File: src/rtl/alu_ctrl_pkg.sv
// Shared definitions for the EX-stage ALU control / multiply-divide slice:
// R-type function codes, ALUOp classes, ALU control codes, mul/div FSM states
// and small funct classification helpers.
package alu_ctrl_pkg;

  // R-type function codes
  localparam logic [5:0] F_ADDU  = 6'b100001;
  localparam logic [5:0] F_SUBU  = 6'b100011;
  localparam logic [5:0] F_AND   = 6'b100100;
  localparam logic [5:0] F_OR    = 6'b100101;
  localparam logic [5:0] F_SLT   = 6'b101010;
  localparam logic [5:0] F_SRA   = 6'b000011;
  localparam logic [5:0] F_SRAV  = 6'b000111;
  localparam logic [5:0] F_MULT  = 6'b011000;
  localparam logic [5:0] F_MULTU = 6'b011001;
  localparam logic [5:0] F_DIV   = 6'b011010;
  localparam logic [5:0] F_DIVU  = 6'b011011;
  localparam logic [5:0] F_MFHI  = 6'b010000;
  localparam logic [5:0] F_MFLO  = 6'b010010;

  // ALUOp classes from main control
  localparam logic [2:0] AOP_RTYPE = 3'b000;
  localparam logic [2:0] AOP_ADD   = 3'b001;
  localparam logic [2:0] AOP_010   = 3'b010;
  localparam logic [2:0] AOP_011   = 3'b011;
  localparam logic [2:0] AOP_100   = 3'b100;
  localparam logic [2:0] AOP_110   = 3'b110;
  localparam logic [2:0] AOP_OR    = 3'b111;

  // ALU control codes
  localparam logic [3:0] C_AND  = 4'b0000;
  localparam logic [3:0] C_OR   = 4'b0001;
  localparam logic [3:0] C_ADD  = 4'b0010;
  localparam logic [3:0] C_OP3  = 4'b0011;
  localparam logic [3:0] C_OP5  = 4'b0101;
  localparam logic [3:0] C_SUB  = 4'b0110;
  localparam logic [3:0] C_SLT  = 4'b0111;
  localparam logic [3:0] C_OP9  = 4'b1001;
  localparam logic [3:0] C_OPB  = 4'b1011;
  localparam logic [3:0] C_SRA  = 4'b1110;
  localparam logic [3:0] C_SRAV = 4'b1111;

  typedef enum logic [1:0] {
    ST_IDLE = 2'd0,
    ST_RUN  = 2'd1,
    ST_FIX  = 2'd2
  } md_state_e;

  function automatic logic is_md_funct(input logic [5:0] f);
    return (f == F_MULT) || (f == F_MULTU) || (f == F_DIV) || (f == F_DIVU);
  endfunction

  function automatic logic is_mf_funct(input logic [5:0] f);
    return (f == F_MFHI) || (f == F_MFLO);
  endfunction

endpackage

File: src/rtl/alu_ctrl_mdu_core.sv
// mdu_core: iterative magnitude multiply / restoring divide datapath.
// Operands are converted to magnitudes at start, DATA_W iterations run in
// RUN, and FIX applies the result signs; the result is presented while in
// FIX (done_o) for the owner of HI/LO to capture.
//   clk_i, rst_i   clock, async active-low reset
//   start_i        accept a new op (only honoured in IDLE)
//   flush_i        abandon an op in RUN/FIX
//   op_i           funct[1:0]: bit0=unsigned, bit1=divide
//   a_i, b_i       operand A (dividend) / operand B (divisor)
//   busy_o         registered, high while RUN or FIX
//   idle_o         FSM in IDLE
//   done_o         FIX cycle that will commit (not flushed)
//   res_hi_o/lo_o  signed-corrected result, valid with done_o
module mdu_core
  import alu_ctrl_pkg::*;
#(
  parameter int DATA_W = 32
) (
  input  logic              clk_i,
  input  logic              rst_i,
  input  logic              start_i,
  input  logic              flush_i,
  input  logic [1:0]        op_i,
  input  logic [DATA_W-1:0] a_i,
  input  logic [DATA_W-1:0] b_i,
  output logic              busy_o,
  output logic              idle_o,
  output logic              done_o,
  output logic [DATA_W-1:0] res_hi_o,
  output logic [DATA_W-1:0] res_lo_o
);

  localparam int CNT_W = $clog2(DATA_W) + 1;

  md_state_e               state;
  logic [CNT_W-1:0]        cnt;
  logic [2*DATA_W-1:0]     acc;
  logic [DATA_W-1:0]       b_mag;
  logic [DATA_W-1:0]       a_raw;
  logic                    is_div;
  logic                    neg_q;
  logic                    neg_r;
  logic                    div0;

  logic                    op_signed;
  logic                    a_neg;
  logic                    b_neg;
  logic [DATA_W-1:0]       a_mag;
  logic [DATA_W-1:0]       b_mag_in;

  logic [DATA_W:0]         mul_sum;
  logic [DATA_W:0]         rem_sh;
  logic [DATA_W:0]         rem_diff;
  logic [2*DATA_W-1:0]     mul_next;
  logic [2*DATA_W-1:0]     div_next;
  logic [2*DATA_W-1:0]     prod;
  logic [DATA_W-1:0]       quo;
  logic [DATA_W-1:0]       rem;

  assign op_signed = ~op_i[0];
  assign a_neg     = op_signed & a_i[DATA_W-1];
  assign b_neg     = op_signed & b_i[DATA_W-1];
  assign a_mag     = a_neg ? -a_i : a_i;
  assign b_mag_in  = b_neg ? -b_i : b_i;

  // Both ops load A's magnitude into the low half of acc: it is the
  // multiplier shifted out from the bottom, or the dividend shifted out
  // from the top into the partial remainder.
  always_comb begin
    mul_sum  = {1'b0, acc[2*DATA_W-1:DATA_W]} + (acc[0] ? {1'b0, b_mag} : '0);
    mul_next = {mul_sum, acc[DATA_W-1:1]};
    rem_sh   = acc[2*DATA_W-1:DATA_W-1];
    rem_diff = rem_sh - {1'b0, b_mag};
    if (rem_sh >= {1'b0, b_mag})
      div_next = {rem_diff[DATA_W-1:0], acc[DATA_W-2:0], 1'b1};
    else
      div_next = {rem_sh[DATA_W-1:0], acc[DATA_W-2:0], 1'b0};
  end

  always_comb begin
    prod = neg_q ? -acc : acc;
    quo  = acc[DATA_W-1:0];
    rem  = acc[2*DATA_W-1:DATA_W];
    res_hi_o = prod[2*DATA_W-1:DATA_W];
    res_lo_o = prod[DATA_W-1:0];
    if (is_div) begin
      if (div0) begin
        res_hi_o = a_raw;
        res_lo_o = '1;
      end else begin
        res_hi_o = neg_r ? -rem : rem;
        res_lo_o = neg_q ? -quo : quo;
      end
    end
  end

  assign idle_o = (state == ST_IDLE);
  assign done_o = (state == ST_FIX) & ~flush_i;

  always_ff @(posedge clk_i or negedge rst_i) begin
    if (!rst_i) begin
      state  <= ST_IDLE;
      cnt    <= '0;
      acc    <= '0;
      b_mag  <= '0;
      a_raw  <= '0;
      is_div <= 1'b0;
      neg_q  <= 1'b0;
      neg_r  <= 1'b0;
      div0   <= 1'b0;
      busy_o <= 1'b0;
    end else begin
      case (state)
        ST_IDLE: begin
          if (start_i) begin
            state  <= ST_RUN;
            cnt    <= '0;
            acc    <= {{DATA_W{1'b0}}, a_mag};
            b_mag  <= b_mag_in;
            a_raw  <= a_i;
            is_div <= op_i[1];
            neg_q  <= a_neg ^ b_neg;
            neg_r  <= a_neg;
            div0   <= (b_i == '0);
            busy_o <= 1'b1;
          end
        end
        ST_RUN: begin
          if (flush_i) begin
            state  <= ST_IDLE;
            busy_o <= 1'b0;
          end else begin
            acc <= is_div ? div_next : mul_next;
            cnt <= cnt + 1'b1;
            if (cnt == CNT_W'(DATA_W - 1))
              state <= ST_FIX;
          end
        end
        ST_FIX: begin
          state  <= ST_IDLE;
          busy_o <= 1'b0;
        end
        default: begin
          state  <= ST_IDLE;
          busy_o <= 1'b0;
        end
      endcase
    end
  end

endmodule

File: src/rtl/alu_ctrl_mdu.sv
// alu_ctrl_mdu: EX-stage ALU control decode plus an iterative mul/div unit
// with HI/LO registers and a pipeline stall request.
//   clk_i, rst_i         clock, async active-low reset
//   valid_i, flush_i     EX instruction valid / abort mul/div, block start
//   ALUOp_i, funct_i     op class and R-type function code
//   rs_data_i/rt_data_i  mul/div operands A / B
//   ALUCtrl_o            combinational ALU control code
//   md_sel_o             writeback takes md_result_o (mfhi/mflo)
//   md_result_o          HI for mfhi, otherwise LO
//   hi_o, lo_o           HI/LO registers
//   busy_o               mul/div in progress (registered)
//   stall_o              hold pipeline for HI/LO consumer or second mul/div
module alu_ctrl_mdu
  import alu_ctrl_pkg::*;
#(
  parameter int DATA_W  = 32,
  parameter int ALUOP_W = 3,
  parameter int CTRL_W  = 4
) (
  input  logic               clk_i,
  input  logic               rst_i,
  input  logic               valid_i,
  input  logic               flush_i,
  input  logic [ALUOP_W-1:0] ALUOp_i,
  input  logic [5:0]         funct_i,
  input  logic [DATA_W-1:0]  rs_data_i,
  input  logic [DATA_W-1:0]  rt_data_i,
  output logic [CTRL_W-1:0]  ALUCtrl_o,
  output logic               md_sel_o,
  output logic [DATA_W-1:0]  md_result_o,
  output logic [DATA_W-1:0]  hi_o,
  output logic [DATA_W-1:0]  lo_o,
  output logic               busy_o,
  output logic               stall_o
);

  logic              is_rtype;
  logic              is_md;
  logic              is_mf;
  logic              start;
  logic              core_idle;
  logic              core_done;
  logic [DATA_W-1:0] res_hi;
  logic [DATA_W-1:0] res_lo;

  assign is_rtype = (ALUOp_i == ALUOP_W'(AOP_RTYPE));
  assign is_md    = is_md_funct(funct_i);
  assign is_mf    = is_mf_funct(funct_i);

  assign start    = valid_i & is_rtype & is_md & ~flush_i & core_idle;
  assign md_sel_o = valid_i & is_rtype & is_mf;
  assign stall_o  = valid_i & is_rtype & (is_md | is_mf) & (busy_o | ~core_idle);

  assign md_result_o = (funct_i == F_MFHI) ? hi_o : lo_o;

  always_comb begin
    ALUCtrl_o = '0;
    if (is_rtype) begin
      case (funct_i)
        F_ADDU:  ALUCtrl_o = CTRL_W'(C_ADD);
        F_SUBU:  ALUCtrl_o = CTRL_W'(C_SUB);
        F_AND:   ALUCtrl_o = CTRL_W'(C_AND);
        F_OR:    ALUCtrl_o = CTRL_W'(C_OR);
        F_SLT:   ALUCtrl_o = CTRL_W'(C_SLT);
        F_SRA:   ALUCtrl_o = CTRL_W'(C_SRA);
        F_SRAV:  ALUCtrl_o = CTRL_W'(C_SRAV);
        default: ALUCtrl_o = '0;
      endcase
    end else begin
      case (ALUOp_i)
        ALUOP_W'(AOP_ADD): ALUCtrl_o = CTRL_W'(C_ADD);
        ALUOP_W'(AOP_010): ALUCtrl_o = CTRL_W'(C_OP5);
        ALUOP_W'(AOP_100): ALUCtrl_o = CTRL_W'(C_OP3);
        ALUOP_W'(AOP_110): ALUCtrl_o = CTRL_W'(C_OP9);
        ALUOP_W'(AOP_011): ALUCtrl_o = CTRL_W'(C_OPB);
        ALUOP_W'(AOP_OR):  ALUCtrl_o = CTRL_W'(C_OR);
        default:           ALUCtrl_o = '0;
      endcase
    end
  end

  // funct[1:0] of mult/multu/div/divu directly encodes {divide, unsigned}
  mdu_core #(
    .DATA_W(DATA_W)
  ) u_core (
    .clk_i    (clk_i),
    .rst_i    (rst_i),
    .start_i  (start),
    .flush_i  (flush_i),
    .op_i     (funct_i[1:0]),
    .a_i      (rs_data_i),
    .b_i      (rt_data_i),
    .busy_o   (busy_o),
    .idle_o   (core_idle),
    .done_o   (core_done),
    .res_hi_o (res_hi),
    .res_lo_o (res_lo)
  );

  always_ff @(posedge clk_i or negedge rst_i) begin
    if (!rst_i) begin
      hi_o <= '0;
      lo_o <= '0;
    end else if (core_done) begin
      hi_o <= res_hi;
      lo_o <= res_lo;
    end
  end

endmodule

File: config.mk
export PLATFORM = sky130hd
export DESIGN_NAME = alu_ctrl_mdu
export DESIGN_NICKNAME = d
export VERILOG_FILES = /design/src/rtl/alu_ctrl_pkg.sv /design/src/rtl/alu_ctrl_mdu_core.sv /design/src/rtl/alu_ctrl_mdu.sv
export SDC_FILE = /design/constraint.sdc
export NUM_CORES = 1
export LEC_CHECK = 0
export CORE_UTILIZATION = 47
export CTS_CLUSTER_DIAMETER = 120
export DETAILED_ROUTE_END_ITERATION = 16
export PLACE_DENSITY = 0.79
export SLEW_MARGIN = 30
export SYNTH_ARGS = -nofsm -noshare
export SYNTH_HDL_FRONTEND = slang
export SYNTH_SLANG_ARGS = --single-unit
File: constraint.sdc
create_clock -name clk_i -period 5 [get_ports clk_i]
set_input_delay 0.5 -clock clk_i [delete_from_list [all_inputs] [get_ports clk_i]]
set_output_delay 0.5 -clock clk_i [all_outputs]
set_load 0.01 [all_outputs]
## Word level (Yosys, flattened, before mapping)

Cells that the tools add are included.

| word-level totals | value |
|---|---|
| bits in registers | 205 |
| bits of input ports | 77 |
| word-level logic and storage cells | 103 |

| cells by class | value |
|---|---|
| $add $sub $neg | 8 |
| order comparisons | 1 |
| equality and inequality tests | 25 |
| muxes and demuxes | 29 |
| bitwise logic cells | 16 |
| reduce and logical (&&, ||, !) cells | 12 |

Operators with widths:

| cell | count |
|---|---|
| 32-bit 2-to-1 mux | 10 |
| 64-bit 2-to-1 mux | 5 |
| 32-bit negation | 4 |
| 64-bit one-hot mux with 2 select lines | 1 |
| 64-bit negation | 1 |
| 4-bit one-hot mux with 6 select lines | 2 |
| 6-bit by 5-bit == test with 1-bit output, second input constant | 7 |
| 32-bit by 32-bit adder with 33-bit output | 1 |
| 33-bit by 32-bit greater-or-equal comparator with 1-bit output | 1 |
| 32-bit logical NOT | 1 |
| 32-bit subtractor | 1 |
| 6-bit == test, second input constant | 4 |
| 6-bit 2-to-1 mux | 2 |
| 6-bit one-hot mux with 2 select lines | 1 |
| 1-bit bitwise AND | 10 |
| 3-bit == test, second input constant | 3 |
| 6-bit by 1-bit adder with 6-bit output, second input constant | 1 |
| 3-bit by 2-bit == test with 1-bit output, second input constant | 2 |
| 6-bit by 2-bit == test with 1-bit output, second input constant | 1 |
| 6-bit by 3-bit == test with 1-bit output, second input constant | 1 |
| 2-bit 2-to-1 mux | 3 |
| 2-bit inequality test, second input constant | 3 |
| 2-bit AND reduction | 3 |
| 1-bit logical OR | 4 |
| other kinds (15) | 19 |

## Longest topological paths before layout

| depth | value |
|---|---|
| depth after elaboration | 9 |
| depth in mapped cells | 14 |
| depth with buffers taken out | 13 |

## Hierarchy

Synthesis repeated with hierarchy kept, for this count alone.

| second synthesis, totals | value |
|---|---|
| cell total of the unflattened synthesis | 2,096 |
| area, all modules | 17,001.3 um2 |

Modules (own cells, without submodules):

| module | times used | cells each | area each (um2) | seq. area each (um2) |
|---|---|---|---|---|
| mdu_core | 1 | 1,891 | 13,919.6 | 3,528.4 |
| alu_ctrl_mdu | 1 | 205 | 3,081.7 | 1,601.5 |

## Least setup slack after synthesis

Ideal clock, no wire load.

| timing | value |
|---|---|
| path kind | register to register |
| start | register u_core.acc[0] |
| end | register u_core.acc[61] |
| library setup time | 0.124 ns |
| arrival | 2.963 ns |
| data required time | 4.876 ns |
| setup slack | 1.913 ns |
| stages on the path, launching flop included | 14 |
| clock period less this slack | 3.087 ns |
| cell sequence | dfrtp_1 > inv_1 > clkbuf_1 > nor2_1 > ha_1 > a21oi_1 > nor2_1 > a211oi_1 > o21a_1 > o21ai_0 > a2111o_1 > a31oi_1 > mux2i_1 > a211o_1 |

| between the ends | value |
|---|---|
| word-level cells in the longest chain between the ends | 5 |

RTL lines:

| element | RTL line | RTL |
|---|---|---|
| start, declared | alu_ctrl_mdu_core.sv:37 | `logic [2*DATA_W-1:0] acc;` |
| start signal, assigned | alu_ctrl_mdu_core.sv:118 | `acc <= {{DATA_W{1'b0}}, a_mag};` |
| start signal, assigned | alu_ctrl_mdu_core.sv:133 | `acc <= is_div ? div_next : mul_next;` |
| 32-bit 2-to-1 mux | alu_ctrl_mdu_core.sv:70 | `mul_sum = {1'b0, acc[2*DATA_W-1:DATA_W]} + (acc[0] ? {1'b0, b_mag} : '0);` |
| 32-bit by 32-bit adder with 33-bit output | alu_ctrl_mdu_core.sv:70 |  |
| 64-bit 2-to-1 mux | alu_ctrl_mdu_core.sv:133 |  |
| 64-bit 2-to-1 mux | alu_ctrl_mdu_core.sv:129 | `if (flush_i) begin` |
| 64-bit one-hot mux with 2 select lines | alu_ctrl_mdu_core.sv:113 | `case (state)` |

Every way passes these cells. The select of a mux whose other input is x is not followed.
A chain may end at the register's enable or synchronous reset.

## Final worst setup path

| timing | value |
|---|---|
| start | register u_core.acc[0] |
| end | register u_core.acc[63] |

The elaborated chain is that of the path after synthesis.

==> impl_results.md <==
* Overall die height at roughly 190 um
* Total power divided by cell area at around 250 nW/um2
* Unique cell type count in the Yosys netlist at 74
* Cell row count at 68
* 1st-pass router iterations at 6
* Worst ir drop on vdd at between 200 and 250 uV
* Most repeated cell in the gate-level netlist after synthesis: nand2_1
* Bufs on Longest Clock Path at 3
* Final estimated routing congestion in global placement at 0.929
* Max-slew headroom at 0.343
* Synth warnings at 0
* Number of buffers inserted to repair setup after CTS at 0
* # port buffers at ~180
* Post-placement cell count at 2,644
* Net count after synthesis at 2,266
* Synth top cells by count: nand2_1 (358), o21ai_0 (264), dfrtp_1 (205), nor2_1 (173), a21oi_1 (128)
* Wire length of the first global-routing pass at 80,000 um
* Largest fanout of any net on the critical path at 27
* Effective utilization at floorplan at 0.479
* Area of combinational cells with multiple inputs at 10,700 um2
* Detailed-route vias per instance at around 6
* Average instance area after synthesis at around 7.8 um2
* Area growth syn-to-layout at 17.1%
* DRC Markers at 0
* Crit end category: flop
* Slew at the pin closest to its max-slew limit at between 0.9 and 1 ns
* Cell at the slowest stage of the critical path: o21ai_0
* Delay of the slowest critical-path stage at between 0.5 and 0.6 ns
* Unrepaired setup endpoints after global routing: no
* Sequential area share after synthesis at 0.309
* Data arrival at the endpoint of the critical path at 4.30 ns
* Clock net sink count at ~210
* Total vias in the final route at roughly 16,000
* Mapped Area at between 15,000 and 20,000 um2
* Area taken by flip-flops and latches at ~5000 um2
* Final setup fails at 0
* Hold buffer count at CTS at 0
* Timing-limited maximum frequency at 258 MHz
* Post-synthesis register bit count at approximately 210
* Library cell occupying the most area in the post-synthesis netlist: dfrtp_1
* Number of diodes added for antenna fixing at 0
* Synth top area share at 0.309
* Fraction of final layout cells with drive strength greater than 1 at 0.0664
* Number of buffers added by the clock tree synthesis step at 24
* Setup TNS at 0 ns
* Period utilization at 0.775
* CTS tree: built
* Pin count of the biggest net entering global routing at 129
* Area enclosed by the die boundary at ~36,000 um2
* Detailed placement HPWL at approximately 38,000 um
* Die X-Extent at between 150 and 200 um
* Final hold viol count at 11
* Final #Nets at around 2,400
* Ports placed on the boundary at 180
* Via count of the first global-routing pass at approximately 15,000
* Routed wire length at between 50,000 and 60,000 um
* Critical path data required time at between 5 and 6 ns
* Core footprint at 34,700 um2
* Resized Gates After CTS at 0
* Worst min-delay path class: input pin to asynchronous set/reset pin
* Result of the run: finished, violations left
* Worst-case clock skew at 0.0106 ns
* Reported leakage power at 8.66 nW
* Number of fill cells at ~3,200
* Drt first-iter violations at ~1,200
* Smallest hold slack at -0.0257 ns
* Share of synthesized flip-flops with an asynchronous set or reset at 1.00
* H-tree lvl count at 1
* Library cell used as clock root buffer: clkbuf_16
* WS Path Type: flop to flop
* Most frequently used flop master after synthesis: dfrtp_1
* Number of enable-type register cells in the synthesized netlist at 0
* Chain of cells forming the critical path: inv_1 -> buf_4 -> nor2_1 -> ha_1 -> o21a_1 -> o211ai_1 -> a31o_2 -> o21a_1 -> o21ai_0 -> a2111oi_0 -> o31ai_1 -> a31oi_1 -> o31ai_1
* Antenna violations before repair at 0
* Syn Inst Count at ~2,100
* Slew Viols, Final at 0
* Synth top area cells: dfrtp_1 (31%), nand2_1 (8.1%), o21ai_0 (7.9%), xnor2_1 (6.2%), ha_1 (5.2%)
* Average routed wire per standard cell at roughly 19 um
* Total of max-cap violations at 0
* Final instance count without filler cells at between 2,000 and 3,000
* Worst-path clk slew at approximately 0.060 ns
* Remaining antenna violation count at 0
* Critical Path Start Type: flop
* Final critical-path required period at 3.87 ns
* Final total power at 4.88 mW
* Violated checks: negative hold slack
* Global route total overflow at 0
* Latest clock arrival within the worst-skew pair at 0.53 ns
* Combined global-route utilization of all metal layers at 0.275
power by group:
group | internal [mW] | total (mW) | switching (mW)
clock | 1.18 | 1.93 | 0.746
sequential | 1.72 | 1.83 | 0.102
combinational | 0.456 | 1.13 | 0.672
total | 3.36 | 4.88 | 1.52
final cells by class:
class	count	share of cell area
timing repair buffer	200	0.101
clock buffer	26	0.0329
sequential	205	0.264
clock inverter	15	0.0113
inverter	69	0.0133
tap	455	0.0293
multi-input combinational	1715	0.548
cell usage in the layout, fill, tap and decap left out, types with 8 or more instances in the layout:
| cell type | synthesis | routed |
|---|---|---|
| xor2_1 | 75 | 75 |
| xnor2_1 | 118 | 118 |
| dfrtp_1 | 205 | 202 |
| clkbuf_16 | 0 | 25 |
| mux2i_1 | 73 | 73 |
| a211oi_1 | 13 | 13 |
| mux2_2 | 42 | 42 |
| o21bai_1 | 13 | 13 |
| clkdlybuf4s50_1 | 0 | 178 |
| or2_2 | 14 | 14 |
| nor2_1 | 173 | 171 |
| ha_1 | 69 | 69 |
| inv_1 | 69 | 69 |
| a22oi_1 | 8 | 8 |
| nand2b_1 | 19 | 19 |
| nand4_1 | 20 | 20 |
| or3_1 | 19 | 19 |
| or4_1 | 15 | 14 |
| a21o_1 | 22 | 22 |
| a21oi_1 | 128 | 128 |
| a31oi_1 | 25 | 25 |
| o31ai_1 | 30 | 30 |
| o21ai_0 | 264 | 264 |
| nor3_1 | 30 | 30 |
| o21a_1 | 11 | 11 |
| o41ai_1 | 13 | 13 |
| nand3_1 | 26 | 26 |
| o211ai_1 | 17 | 17 |
| nor4_1 | 15 | 14 |
| buf_4 | 2 | 20 |
| nand2_1 | 358 | 358 |
| nor2b_1 | 13 | 10 |
kinds of logic (layout without fill, tap and decap cells):
logic type	count (synthesis)	in the layout	synth area share
simple gates	740	740	0.200
compound gates	596	596	0.212
flops	205	205	0.309
buf+inv	198	310	0.0515
xor+xnor	193	193	0.102
mux	115	115	0.0724
fa+ha+maj	71	71	0.0543
flip-flops by register name (all words and copies together), names as in the netlist:
register / cells
hi_o: 32
lo_o: 32
u_core.a_raw: 32
u_core.acc: 64
u_core.b_mag: 32
u_core.busy_o: 1
u_core.cnt: 6
u_core.div0: 1
u_core.is_div: 1
u_core.neg_q: 1
u_core.neg_r: 1
u_core.state: 2
final timing paths:
| path | start | end | slack, ns | depth (start not counted) |
|---|---|---|---|---|
| worst max-delay path | u_core.acc[0] | u_core.acc[63] | 1.13 | 13 |
| worst min-delay path | rst_i | hi_o[30] | -0.03 | 1 |
| worst max register to register | u_core.acc[0] | u_core.acc[63] | 1.13 | 13 |
| worst min register to register | u_core.a_raw[29] | u_core.a_raw[29] | 0.48 | 2 |
| max in group asynchronous | rst_i | u_core.neg_q | 3.83 | 2 |
| min in group clk_i | u_core.a_raw[29] | u_core.a_raw[29] | 0.48 | 2 |
metal layers:
layer	GRT usage	up-vias	part of all wire	routed length [um]
met5	0	-	0	0
met4	0.0825	0	0.027	1360
met3	0.0343	91	0.077	3860
met2	0.455	687	0.46	22900
met1	0.375	7540	0.44	22100
li1	-	7640	-	-
stage by stage:
stage          area (um2)  setup slack (ns)  hold slack [ns]   util
2_1_floorplan       16600              1.91            0.204      -
6_report            19500              1.13          -0.0257  0.561
5_1_grt             19500             0.814           0.0441  0.561
4_1_cts             19500              1.10           0.0181  0.561
3_5_place_dp        18600              1.02            0.456  0.536
3_3_place_gp        18600              1.06            0.450  0.536
worst max-delay path, delay by kind of cell (launching register included):
family	cells	cell delay [ns]
flip-flops	1	0.44
AND/OR/NAND/NOR	1	0.10
adder cells (fa/ha/maj)	1	0.37
AO/OA/AOI/OAI	9	2.29
buffers and inverters	2	0.59
Note: power is estimated with default switching activity, not from simulation.
